--- src/rtl/d_cache_pkg.sv ---
// Shared definitions for the pipeline/cache family: word-address field widths
// and the cache controller state encoding.
package d_cache_pkg;

  // Processor word address: {tag, index, offset}
  localparam int unsigned WORD_W      = 32;
  localparam int unsigned ADDR_W      = 30;
  localparam int unsigned OFFSET_W    = 2;
  localparam int unsigned INDEX_W     = 3;
  localparam int unsigned TAG_W       = 25;
  localparam int unsigned LINE_ADDR_W = ADDR_W - OFFSET_W;

  typedef enum logic [1:0] {
    IDLE      = 2'd0,
    WRITEBACK = 2'd1,
    ALLOCATE  = 2'd2
  } cache_state_t;

endpackage : d_cache_pkg

--- src/rtl/d_cache_array.sv ---
// cache_array: tag/valid/dirty/data storage for the direct-mapped cache.
// Combinational read of one line; synchronous word write (sets dirty) or
// full line fill (sets valid, clears dirty, writes tag). Valid/dirty clear
// on synchronous active-low reset; tag and data are not reset.
//   clk, rst_n            clock, synchronous active-low reset
//   idx                   line index for read and write
//   rd_valid/dirty/tag/line  state of line idx
//   word_we/sel/data      single-word store into line idx
//   fill_we/tag/line      line fill into idx
module cache_array
  import d_cache_pkg::*;
#(
  parameter int unsigned NUM_LINES = 8,
  parameter int unsigned IDX_W     = 3,
  parameter int unsigned TAG_BITS  = 25,
  parameter int unsigned LINE_W    = 128
) (
  input  logic                clk,
  input  logic                rst_n,
  input  logic [IDX_W-1:0]    idx,
  output logic                rd_valid,
  output logic                rd_dirty,
  output logic [TAG_BITS-1:0] rd_tag,
  output logic [LINE_W-1:0]   rd_line,
  input  logic                word_we,
  input  logic [OFFSET_W-1:0] word_sel,
  input  logic [WORD_W-1:0]   word_data,
  input  logic                fill_we,
  input  logic [TAG_BITS-1:0] fill_tag,
  input  logic [LINE_W-1:0]   fill_line
);

  logic [NUM_LINES-1:0] valid_q;
  logic [NUM_LINES-1:0] dirty_q;
  logic [TAG_BITS-1:0]  tag_q  [NUM_LINES];
  logic [LINE_W-1:0]    data_q [NUM_LINES];

  // Combinational read port
  assign rd_valid = valid_q[idx];
  assign rd_dirty = dirty_q[idx];
  assign rd_tag   = tag_q[idx];
  assign rd_line  = data_q[idx];

  // Line state bits; a fill takes priority (the two never coincide)
  always_ff @(posedge clk) begin
    if (!rst_n) begin
      valid_q <= '0;
      dirty_q <= '0;
    end else if (fill_we) begin
      valid_q[idx] <= 1'b1;
      dirty_q[idx] <= 1'b0;
    end else if (word_we) begin
      dirty_q[idx] <= 1'b1;
    end
  end

  // Tag and data storage, unreset
  always_ff @(posedge clk) begin
    if (fill_we) begin
      tag_q[idx]  <= fill_tag;
      data_q[idx] <= fill_line;
    end else if (word_we) begin
      data_q[idx][32'(word_sel) * WORD_W +: WORD_W] <= word_data;
    end
  end

endmodule : cache_array

--- src/rtl/d_cache.sv ---
// d_cache: write-back, write-allocate, direct-mapped data cache.
// Hits complete in the request cycle; misses stall the processor while the
// controller writes back a dirty victim (WRITEBACK) and fills the line
// (ALLOCATE), after which the held request hits.
//   clk, rst_n                      clock, synchronous active-low reset
//   proc_read/write/addr/wdata      processor request (held while stalled)
//   proc_stall, proc_rdata          stall and same-cycle load data
//   mem_read/write/addr/wdata       line fill / write-back request
//   mem_rdata, mem_ready            fill data, one-cycle completion pulse
module d_cache
  import d_cache_pkg::*;
#(
  parameter int unsigned NUM_LINES      = 8,
  parameter int unsigned WORDS_PER_LINE = 4
) (
  input  logic                               clk,
  input  logic                               rst_n,
  input  logic                               proc_read,
  input  logic                               proc_write,
  input  logic [ADDR_W-1:0]                  proc_addr,
  input  logic [WORD_W-1:0]                  proc_wdata,
  output logic                               proc_stall,
  output logic [WORD_W-1:0]                  proc_rdata,
  output logic                               mem_read,
  output logic                               mem_write,
  output logic [LINE_ADDR_W-1:0]             mem_addr,
  output logic [WORDS_PER_LINE*WORD_W-1:0]   mem_wdata,
  input  logic [WORDS_PER_LINE*WORD_W-1:0]   mem_rdata,
  input  logic                               mem_ready
);

  localparam int unsigned IDX_W    = $clog2(NUM_LINES);
  localparam int unsigned TAG_BITS = ADDR_W - OFFSET_W - IDX_W;
  localparam int unsigned LINE_W   = WORDS_PER_LINE * WORD_W;

  cache_state_t state_q, state_d;

  logic [LINE_ADDR_W-1:0] miss_line_q;
  logic                   miss_capture;

  logic [OFFSET_W-1:0] req_off;
  logic [IDX_W-1:0]    req_idx;
  logic [TAG_BITS-1:0] req_tag;
  logic [IDX_W-1:0]    miss_idx;
  logic [IDX_W-1:0]    arr_idx;
  logic                req;
  logic                hit;

  logic                rd_valid;
  logic                rd_dirty;
  logic [TAG_BITS-1:0] rd_tag;
  logic [LINE_W-1:0]   rd_line;
  logic                word_we;
  logic                fill_we;

  // Address decode
  assign req_off  = proc_addr[OFFSET_W-1:0];
  assign req_idx  = proc_addr[OFFSET_W +: IDX_W];
  assign req_tag  = proc_addr[ADDR_W-1 -: TAG_BITS];
  assign miss_idx = miss_line_q[IDX_W-1:0];
  assign req      = proc_read | proc_write;

  // Idle looks up the live request; a miss in progress works on the latched line
  assign arr_idx = (state_q == IDLE) ? req_idx : miss_idx;
  assign hit     = rd_valid && (rd_tag == req_tag);

  cache_array #(
    .NUM_LINES (NUM_LINES),
    .IDX_W     (IDX_W),
    .TAG_BITS  (TAG_BITS),
    .LINE_W    (LINE_W)
  ) u_array (
    .clk       (clk),
    .rst_n     (rst_n),
    .idx       (arr_idx),
    .rd_valid  (rd_valid),
    .rd_dirty  (rd_dirty),
    .rd_tag    (rd_tag),
    .rd_line   (rd_line),
    .word_we   (word_we),
    .word_sel  (req_off),
    .word_data (proc_wdata),
    .fill_we   (fill_we),
    .fill_tag  (miss_line_q[LINE_ADDR_W-1 -: TAG_BITS]),
    .fill_line (mem_rdata)
  );

  // State register
  always_ff @(posedge clk) begin
    if (!rst_n) begin
      state_q <= IDLE;
    end else begin
      state_q <= state_d;
    end
  end

  // Missing line address, latched on the cycle the miss leaves IDLE so the
  // memory address cannot move during the transaction
  always_ff @(posedge clk) begin
    if (!rst_n) begin
      miss_line_q <= '0;
    end else if (miss_capture) begin
      miss_line_q <= proc_addr[ADDR_W-1:OFFSET_W];
    end
  end

  // Next state, stall and array write enables; read+write counts as a write
  always_comb begin
    state_d      = state_q;
    proc_stall   = 1'b0;
    word_we      = 1'b0;
    fill_we      = 1'b0;
    miss_capture = 1'b0;
    unique case (state_q)
      IDLE: begin
        if (req) begin
          if (hit) begin
            word_we = proc_write;
          end else begin
            proc_stall   = 1'b1;
            miss_capture = 1'b1;
            state_d      = (rd_valid && rd_dirty) ? WRITEBACK : ALLOCATE;
          end
        end
      end
      WRITEBACK: begin
        proc_stall = 1'b1;
        if (mem_ready) begin
          state_d = ALLOCATE;
        end
      end
      ALLOCATE: begin
        proc_stall = 1'b1;
        if (mem_ready) begin
          fill_we = 1'b1;
          state_d = IDLE;
        end
      end
      default: begin
        state_d = IDLE;
      end
    endcase
  end

  // Memory requests decode straight from the state register; held low in reset
  assign mem_write  = rst_n && (state_q == WRITEBACK);
  assign mem_read   = rst_n && (state_q == ALLOCATE);
  assign mem_addr   = (state_q == WRITEBACK) ? {rd_tag, miss_idx} : miss_line_q;
  assign mem_wdata  = rd_line;
  assign proc_rdata = rd_line[32'(req_off) * WORD_W +: WORD_W];

endmodule : d_cache

--- config.mk ---
export PLATFORM = sky130hd
export DESIGN_NAME = d_cache
export DESIGN_NICKNAME = d
export VERILOG_FILES = /design/src/rtl/d_cache_pkg.sv /design/src/rtl/d_cache_array.sv /design/src/rtl/d_cache.sv
export SDC_FILE = /design/constraint.sdc
export NUM_CORES = 1
export LEC_CHECK = 0
export ABC_CLOCK_PERIOD_IN_PS = 6900
export CORE_AREA = 5 5 340 342
export CTS_CLUSTER_SIZE = 14
export DETAILED_ROUTE_END_ITERATION = 8
export DIE_AREA = 0 0 345 347
export HOLD_SLACK_MARGIN = 0.12
export PLACE_DENSITY_LB_ADDON = 0.12
export SKIP_CTS_REPAIR_TIMING = 1
export SLEW_MARGIN = 20
export SYNTH_ARGS = -nofsm -noshare
export SYNTH_HDL_FRONTEND = slang
export SYNTH_HIERARCHICAL = 1
export SYNTH_SLANG_ARGS = --single-unit
--- constraint.sdc ---
create_clock -name clk -period 6.9 [get_ports clk]
set_input_delay 1.38 -clock clk [delete_from_list [all_inputs] [get_ports clk]]
set_output_delay 1.38 -clock clk [all_outputs]
set_load 0.005 [all_outputs]
==> impl_metrics.env, run 1 <==
export IMPL_status="finished, final reports clean"
export IMPL_critPathMaxFanout=25
export IMPL_crit_arrival_ns=5.33
export IMPL_drcViolationCount=0
export IMPL_final_cells=4531
export IMPL_seq_power_share_pct=46.8
export IMPL_rsz0062_at_grt="false"
export IMPL_ys_types=52
export IMPL_fp_dieW_um=345
export IMPL_final_min_clock_period_ns=6.71
export IMPL_peakVddDrop_mv=0.175
export IMPL_min_from="u_array/valid_q[2]"
export IMPL_ios=386
export IMPL_syn_inst=2404
export IMPL_grt_max_degree=100
export IMPL_wl_per_cell_um=34.7
export IMPL_initial_utilization_pct=45.5
export IMPL_fin_nets=3132
export IMPL_powerDensity_nw_per_um2=295
export IMPL_grt_pass1_vias=27801
export IMPL_ff2ff_path_depth=17
export IMPL_end_kind="output port"
export IMPL_clk_transition_reported_paths_ns=0.06
export IMPL_rows=123
export IMPL_numCtsBuffers=137
export IMPL_dpl_worst_slack_ns=-0.423
export IMPL_antenna_found_initial=16
export IMPL_hold_end="u_array/valid_q[2]"
export IMPL_syn_area_um2=51000
export IMPL_fp_dieArea_um2=120000
export IMPL_ant_nets=0
export IMPL_firstDrtPassIters=5
export IMPL_track_usage_pct=26.0
export IMPL_relSlewSlack_pct=29.4
export IMPL_setup_viol=0
export IMPL_place_inst=4288
export IMPL_cts_tree="built"
export IMPL_final_hold_viol_count=0
export IMPL_ys_seq_elements=1270
export IMPL_syn_num_nets=2608
export IMPL_n_antenna_cell=0
export IMPL_power_w=0.0185
export IMPL_port_buffers=385
export IMPL_slew_violations=0
export IMPL_area_delta_synth_final_pct=23.0
export IMPL_yosysWarnings=6
export IMPL_dp_hpwl_mm=106
export IMPL_gp_congestion=0.858
export IMPL_seqCellArea_um2=37700
export IMPL_synth_seq_area_share_pct=73.8
export IMPL_min_path_cells=1
export IMPL_root_buffer="clkbuf_16"
export IMPL_drive_above_1_share_pct=30.2
export IMPL_sw_frac_of_total_pct=23.6
export IMPL_period_share_pct=97.2
export IMPL_drv_cap=0
export IMPL_worstHoldPathType="register to register"
export IMPL_busiest_layer="met2"
export IMPL_start_kind="input pin"
export IMPL_chipHeight_um=347
export IMPL_power_internal_w=0.0142
export IMPL_crit_required_ns=5.52
export IMPL_clock_sinks=1270
export IMPL_grtUsageMet3_pct=6.71
export IMPL_regToRegStartpoint="state_q[1]"
export IMPL_synthFlopType="edfxtp_1"
export IMPL_critPathKind="input pin to output port"
export IMPL_fillCellCount=8503
export IMPL_drt_wl_total_mm=157
export IMPL_insertion_delay_ns=0.74
export IMPL_setup_ws_ns=0.194
export IMPL_avgSynthCellArea_um2=21.2
export IMPL_clockBufferDepth=3
export IMPL_combPwrFrac_pct=14.5
export IMPL_pwr_share_clk_pct=38.7
export IMPL_vias_per_cell=6.07
export IMPL_drt_iter0_markers=2920
export IMPL_multi_input_area_um2=13000
export IMPL_timing_rr_end="u_array/data_q[0][44]"
export IMPL_ctsHtreeMaxLevel=4
export IMPL_tightestPinTransition_ns=1.04
export IMPL_async_reset_ff_share_pct=0
export IMPL_fmax_mhz=149
export IMPL_overflow=0
export IMPL_power_leakage_nw=20.0
export IMPL_startpoint="proc_addr[3]"
export IMPL_grtUsageMet2_pct=40.9
export IMPL_vias=27484
export IMPL_use_met1_pct=36.7
export IMPL_fin_skew_ns=0.0322
export IMPL_synth_edf_count=1224
export IMPL_hold_worst_slack_ns=0.477
export IMPL_rrSetupSlack_ns=0.82
export IMPL_p_switching_w=0.00438
export IMPL_grt_pass1_wl_mm=219
export IMPL_core_area_um2=112000
-- metal layers --
layer  vias to the layer above  part of all wire, %
li1                      11110                    -
met1                     14821                   41
met2                      1359                   47
met3                       190                  9.1
met4                         4                  2.5
met5                         -                0.022
-- area by class of cell --
| cell class | instances | area share [%] |
|---|---|---|
| Inverter | 7 | 0.0419 |
| Multi-Input combinational cell | 982 | 20.7 |
| Sequential cell | 1270 | 60.0 |
| Clock buffer | 176 | 5.98 |
| Tap cell | 1500 | 2.99 |
| Clock inverter | 66 | 1.01 |
| Timing Repair Buffer | 530 | 9.23 |
-- cells in the mapped netlist, drive strengths merged, types with 3 or more instances --
cell / number / share of area (%)
nand4: 6 / 0.074
nor3: 3 / 0.039
a22o: 92 / 1.6
mux4: 340 / 15
nand2b: 6 / 0.074
dfxtp: 46 / 1.8
clkbuf: 74 / 0.54
o21ai: 38 / 0.37
nor2: 43 / 0.32
edfxtp: 1224 / 72
nand2: 136 / 1.0
a31oi: 5 / 0.061
mux2i: 29 / 0.57
nor4: 6 / 0.086
ha: 9 / 0.22
a21oi: 8 / 0.078
nand3: 5 / 0.049
o21a: 8 / 0.12
nand3b: 4 / 0.059
xnor2: 13 / 0.22
inv: 7 / 0.052
and2: 3 / 0.037
buf: 72 / 0.80
nor3b: 8 / 0.12
mux2: 183 / 4.0
xor2: 12 / 0.21
nor2b: 5 / 0.061
-- worst max path at each step --
stage / end / slack, ns / depth (start not counted)
2_1_floorplan: u_array/data_q[7][100] / 0.62 / 14
3_3_place_gp: u_array/data_q[1][60] / -0.40 / 17
3_5_place_dp: u_array/data_q[0][44] / -0.42 / 16
4_1_cts: proc_stall / -0.26 / 12
5_1_grt: proc_stall / 0.009 / 12
6_report: proc_stall / 0.19 / 12
-- critical path: stages --
cell	delay, ns
clkdlybuf4s50_1	0.55
mux2_8	0.43
buf_4	0.25
mux4_2	0.50
mux2_2	0.30
xor2_1	0.15
nor4_2	0.50
buf_4	0.21
nand3_1	0.10
o221a_2	0.27
o21ba_2	0.21
clkdlybuf4s50_1	0.45
-- power groups by stage --
stage,Sequential [W],Combinational (W),Clock (W)
after global placement,0.00883,0.00269,0
after floorplan,0.00882,0.00130,0
after CTS,0.00868,0.00271,0.00731
final,0.00868,0.00269,0.00717
after global routing,0.00869,0.00281,0.00765
after detailed placement,0.00884,0.00270,0
-- through the flow --
| stage | TNS [ns] | utilization (%) | cell area, um^2 |
|---|---|---|---|
| finish | 0 | 56.0 | 62800 |
| floorplan | 0 | - | 51000 |
| global placement | -151.07 | 52.1 | 58400 |
| detailed placement | -154.43 | 52.1 | 58400 |
| CTS | -0.257 | 56.0 | 62700 |
| global route | 0 | 56.0 | 62800 |
-- flip-flops by register name, summed over array words and instances (netlist names), named ones only --
name	count
miss_line_q	28
u_array/tag_q	200
state_q	2
u_array/valid_q	8
u_array/data_q	1024
-- cell usage in the layout, fill, tap and decap left out, types with 46 or more instances in the layout --
cell / count
edfxtp_1: 1224
clkdlybuf4s50_1: 382
mux4_2: 340
mux2_2: 180
clkbuf_16: 145
nand2_1: 136
a22o_1: 92
buf_4: 77
buf_12: 69
dfxtp_1: 46
-- cell families after synthesis --
group,synth area share [%]
compound gates,2.38
xor+xnor,0.429
fa+ha+maj,0.221
buf+inv,1.40
flops,73.8
mux,19.6
simple gates,2.10
Power figures use the tool's default switching activity.
==> inputs of run 2 (changes only) <==
ABC_CLOCK_PERIOD_IN_PS = 5600   (was 6900)
clock period = 5.6 ns   (was 6.9 ns; I/O delays follow)
==> run 2 against run 1 <==
Against the previous run: flip-flop and latch count unchanged; cell count up 5.3%; via count up 4.3%; critical path depth down 5; largest power group unchanged; highest routed layer unchanged.
==> impl_metrics.env, run 2 (synthesis gave the netlist of run 1 again) <==
export IMPL_grt_max_degree=71
export IMPL_drv_cap=0
export IMPL_fp_dieW_um=345
export IMPL_final_hold_viol_count=0
export IMPL_grt_pass1_vias=28908
export IMPL_min_from="u_array/valid_q[6]"
export IMPL_vias=28654
export IMPL_area_delta_synth_final_pct=27.3
export IMPL_status="finished, final reports clean"
export IMPL_met2_length_mm=76.4
export IMPL_drt_iter0_markers=3239
export IMPL_grt_pass1_wl_mm=222
export IMPL_final_min_clock_period_ns=5.54
export IMPL_crit_required_ns=4.48
export IMPL_clk_transition_reported_paths_ns=0.05
export IMPL_port_buffers=385
export IMPL_start_kind="input pin"
export IMPL_ios=386
export IMPL_slew_violations=0
export IMPL_top_layer_used="met5"
export IMPL_root_buffer="clkbuf_16"
export IMPL_wl_met1_mm=64.5
export IMPL_power_leakage_nw=21.3
export IMPL_power_w=0.0232
export IMPL_antenna_found_initial=13
export IMPL_rows=123
export IMPL_hold_end="u_array/valid_q[6]"
export IMPL_setup_viol=0
export IMPL_crit_arrival_ns=4.42
export IMPL_initial_utilization_pct=45.5
export IMPL_final_core_util_pct=57.9
export IMPL_regToRegStartpoint="state_q[1]"
export IMPL_tightestPinTransition_ns=1.01
export IMPL_rsz0062_at_grt="false"
export IMPL_peakVddDrop_mv=0.297
export IMPL_core_area_um2=112000
export IMPL_top_regs="u_array/data_q: 1024 flops, u_array/tag_q: 200 flops, miss_line_q: 28 flops"
export IMPL_gp_congestion=0.853
export IMPL_ant_nets=0
export IMPL_drive_above_1_share_pct=35.8
export IMPL_numCtsBuffers=136
export IMPL_drt_wl_total_mm=161
export IMPL_dp_hpwl_mm=110
export IMPL_ctsHtreeMaxLevel=4
export IMPL_timing_rr_end="u_array/data_q[0][38]"
export IMPL_overflow=0
export IMPL_end_kind="output port"
export IMPL_vias_per_cell=6.00
export IMPL_period_share_pct=99.0
export IMPL_firstDrtPassIters=6
export IMPL_critPathKind="input pin to output port"
export IMPL_fin_nets=3363
export IMPL_drcViolationCount=0
export IMPL_clockBufferDepth=3
export IMPL_ff2ff_path_depth=17
export IMPL_final_cell_mix="edfxtp_1 (1224), clkdlybuf4s50_1 (376), mux4_2 (340), buf_4 (284), mux2_2 (179)"
export IMPL_wl_per_cell_um=33.7
export IMPL_chipHeight_um=347
export IMPL_powerDensity_nw_per_um2=358
export IMPL_final_common_cell="edfxtp_1"
export IMPL_rrSetupSlack_ns=0.35
export IMPL_fin_skew_ns=0.0353
export IMPL_min_path_cells=1
export IMPL_critPathMaxFanout=70
export IMPL_fp_dieArea_um2=120000
export IMPL_clock_sinks=1270
export IMPL_largest_reg_flops=1024
export IMPL_insertion_delay_ns=0.74
export IMPL_cts_tree="built"
export IMPL_fmax_mhz=180
export IMPL_track_usage_pct=26.1
export IMPL_relSlewSlack_pct=32.4
export IMPL_wl_met3_mm=15.4
export IMPL_worstHoldPathType="register to register"
export IMPL_largest_register="u_array/data_q"
-- run 2: changes by cell type in the layout (fill, tap and decap cells not counted), moves of 6 or more --
| cell | previous run | this run |
|---|---|---|
| buf_4 | 77 | 284 |
| xnor2_1 | 13 | 3 |
| xnor2_2 | 0 | 9 |
| buf_12 | 69 | 77 |
| diode_2 | 0 | 7 |
| buf_16 | 0 | 6 |
| buf_6 | 0 | 6 |
| clkdlybuf4s50_1 | 382 | 376 |
-- run 2: how the worst max path moves through the flow --
stage / slack [ns] / depth (start not counted) / endpoint / from
detailed placement: -0.83 / 15 / u_array/data_q[3][38] / proc_addr[3]
finish: 0.06 / 7 / proc_rdata[9] / proc_addr[2]
global route: 0.0003 / 11 / proc_rdata[11] / state_q[1]
floorplan: -0.42 / 14 / u_array/data_q[7][100] / proc_addr[3]
CTS: -0.68 / 12 / proc_stall / proc_addr[3]
global placement: -0.77 / 17 / u_array/data_q[0][83] / proc_addr[3]
-- run 2: power by group --
part	leakage, nW	switching (W)	internal (W)	total [W]
sequential	11.4	0.0000788	0.0106	0.0107
clock	2.12	0.00361	0.00514	0.00876
combinational	7.81	0.00183	0.00196	0.00379
total	21.3	0.00553	0.0177	0.0232
-- run 2: per-layer routing --
| metal | GRT usage (%) | up-vias |
|---|---|---|
| li1 | - | 11591 |
| met4 | 7.15 | 2 |
| met3 | 6.48 | 202 |
| met1 | 36.3 | 15426 |
| met5 | 0 | - |
| met2 | 41.6 | 1433 |
-- run 2: critical path, stage by stage --
cell,delay [ns]
clkdlybuf4s50_1,0.51
mux2_8,0.42
buf_12,0.40
buf_4,0.37
mux2_2,0.43
mux4_2,0.49
clkdlybuf4s50_1,0.49
-- run 2: final cells by class --
cell class	instances	area [um^2]
tap	1500	1880
clock buffer	175	3710
fill	8379	47100
clock inverter	69	647
timing repair buffer	759	7800
inverter	7	26.3
multi-input combinational	985	13200
sequential	1270	37700
antenna	7	17.5
-- run 2: metrics by stage --
step	cells	hold WS, ns	instance area (um^2)	worst slack [ns]	setup TNS [ns]
final	4772	0.462	64900	0.0562	0
after global placement	4491	0.445	60000	-0.772	-1093.17
after floorplan	2404	0.435	51000	-0.417	-424.08
after CTS	4735	0.465	64400	-0.677	-8.99
after detailed placement	4491	0.453	60000	-0.833	-1143.14
after global routing	4766	0.492	64900	0.000334	0
==> inputs of run 3 (changes only) <==
CORE_AREA = 5 5 379 306   (was 5 5 340 342)
DIE_AREA = 0 0 384 311   (was 0 0 345 347)
GPL_TIMING_DRIVEN = 0   (was unset)
==> run 3 against run 2 <==
Against the previous run: flip-flop and latch count did not move; sequential share of layout area is 1.2 points higher; critical path depth stayed put; critical path type unchanged; wire length is 0.21% higher.
==> impl_metrics.env, run 3 (synthesis gave the netlist of run 1 again) <==
export IMPL_gp_congestion=0.861
export IMPL_track_usage_pct=26.9
export IMPL_dpl_worst_slack_ns=-2.62
export IMPL_final_hold_viol_count=0
export IMPL_fp_dieArea_um2=119000
export IMPL_clock_sinks=1270
export IMPL_vias=28065
export IMPL_drt_wl_total_mm=161
export IMPL_fmax_mhz=179
export IMPL_drcViolationCount=0
export IMPL_place_inst=4364
export IMPL_startpoint="proc_addr[2]"
export IMPL_drive_above_1_share_pct=31.7
export IMPL_rrSetupSlack_ns=0.09
export IMPL_grt_max_degree=20
export IMPL_hold_worst_slack_ns=0.462
export IMPL_firstDrtPassIters=5
export IMPL_drv_cap=0
export IMPL_crit_arrival_ns=4.48
export IMPL_setup_viol=0
export IMPL_initial_utilization_pct=45.7
export IMPL_port_buffers=385
export IMPL_largest_register="u_array/data_q"
export IMPL_status="finished, final reports clean"
export IMPL_chipHeight_um=311
export IMPL_peakVddDrop_mv=0.289
export IMPL_final_cells=4645
export IMPL_crit_required_ns=4.48
export IMPL_worstHoldPathType="register to register"
export IMPL_clk_transition_reported_paths_ns=0.06
export IMPL_final_common_cell="edfxtp_1"
export IMPL_final_min_clock_period_ns=5.60
export IMPL_crit_path_top_delay_cell="clkbuf_1"
export IMPL_power_leakage_nw=20.5
export IMPL_timing_rr_end="u_array/data_q[3][117]"
export IMPL_worstPathCellList="clkdlybuf4s50_1, mux2_4, buf_6, clkbuf_1, mux2_2, mux4_2, clkdlybuf4s50_1"
export IMPL_setup_tns_ns=0
export IMPL_root_buffer="clkbuf_16"
export IMPL_ctsHtreeMaxLevel=4
export IMPL_core_area_um2=112000
export IMPL_area_delta_synth_final_pct=24.7
export IMPL_start_kind="input pin"
export IMPL_setup_ws_ns=0.00285
export IMPL_dp_hpwl_mm=116
export IMPL_critPathKind="input pin to output port"
export IMPL_rows=110
export IMPL_crit_end="proc_rdata[14]"
export IMPL_tightestPinTransition_ns=1.16
export IMPL_top_regs="u_array/data_q: 1024 flops, u_array/tag_q: 200 flops, miss_line_q: 28 flops"
export IMPL_overflow=0
export IMPL_slowest_delay_ns=0.68
export IMPL_power_w=0.0227
export IMPL_antenna_found_initial=10
export IMPL_regToRegStartpoint="state_q[1]"
export IMPL_critPathMaxFanout=10
export IMPL_relSlewSlack_pct=22.8
export IMPL_final_cell_mix="edfxtp_1 (1224), clkdlybuf4s50_1 (382), mux4_2 (340), mux2_2 (178), clkbuf_16 (141)"
export IMPL_powerDensity_nw_per_um2=357
export IMPL_ios=386
export IMPL_rsz0062_at_grt="true"
export IMPL_clockBufferDepth=3
export IMPL_cts_tree="built"
export IMPL_ff2ff_path_depth=18
export IMPL_numCtsBuffers=131
export IMPL_n_antenna_cell=0
export IMPL_grt_pass1_wl_mm=222
export IMPL_wl_per_cell_um=34.7
export IMPL_period_share_pct=99.9
export IMPL_fin_skew_ns=0.0280
export IMPL_end_kind="output port"
export IMPL_crit_top_cell="clkdlybuf4s50_1"
export IMPL_fillCellCount=8381
export IMPL_vias_per_cell=6.04
export IMPL_insertion_delay_ns=0.74
export IMPL_grt_pass1_vias=28371
export IMPL_largest_reg_flops=1024
export IMPL_drt_iter0_markers=3294
export IMPL_ant_nets=0
export IMPL_fp_dieW_um=384
export IMPL_fin_nets=3242
export IMPL_slew_violations=0
-- run 3: worst min path at each step --
stage | cells after the start | endpoint | startpoint
final | 1 | u_array/valid_q[5] | u_array/valid_q[5]
after floorplan | 1 | u_array/valid_q[4] | u_array/valid_q[4]
after global routing | 1 | u_array/valid_q[2] | u_array/valid_q[2]
after detailed placement | 1 | u_array/valid_q[5] | u_array/valid_q[5]
after CTS | 1 | u_array/valid_q[5] | u_array/valid_q[5]
after global placement | 1 | u_array/valid_q[5] | u_array/valid_q[5]
-- run 3: metal layers --
metal	part of all wire (%)	up-vias	routed length (um)	GRT usage (%)
met4	3.2	4	5170	8.43
met3	12	225	19400	9.77
li1	-	11331	-	-
met2	46	1579	74600	41.1
met5	0.017	-	27	0
met1	38	14926	61900	36.4
-- run 3: through the flow --
| step | util [%] | area [um^2] |
|---|---|---|
| detailed placement | 52.3 | 58500 |
| finish | 56.9 | 63600 |
| CTS | 56.0 | 62600 |
| global placement | 50.8 | 56800 |
| floorplan | - | 51000 |
| global route | 56.9 | 63600 |
-- run 3: cell type report --
cell class,count,area (um^2),share of cell area (%)
plain buffers,142,995,1.56
clock inverters,64,510,0.802
well taps,1512,1890,2.97
inverters,7,28.8,0.0452
repair buffers,505,5780,9.08
multi-input cells,981,13100,20.7
flip-flops and latches,1270,37700,59.2
clock buffers,164,3590,5.65
-- run 3: critical path, delay by kind of cell --
| kind | cells | cell delay, ns |
|---|---|---|
| muxes | 3 | 1.38 |
| buffers and inverters | 4 | 1.95 |
-- run 3: power breakdown --
group	internal, W	switching [W]
registers	0.0106	0.0000753
logic	0.00171	0.00192
clock network	0.00489	0.00352
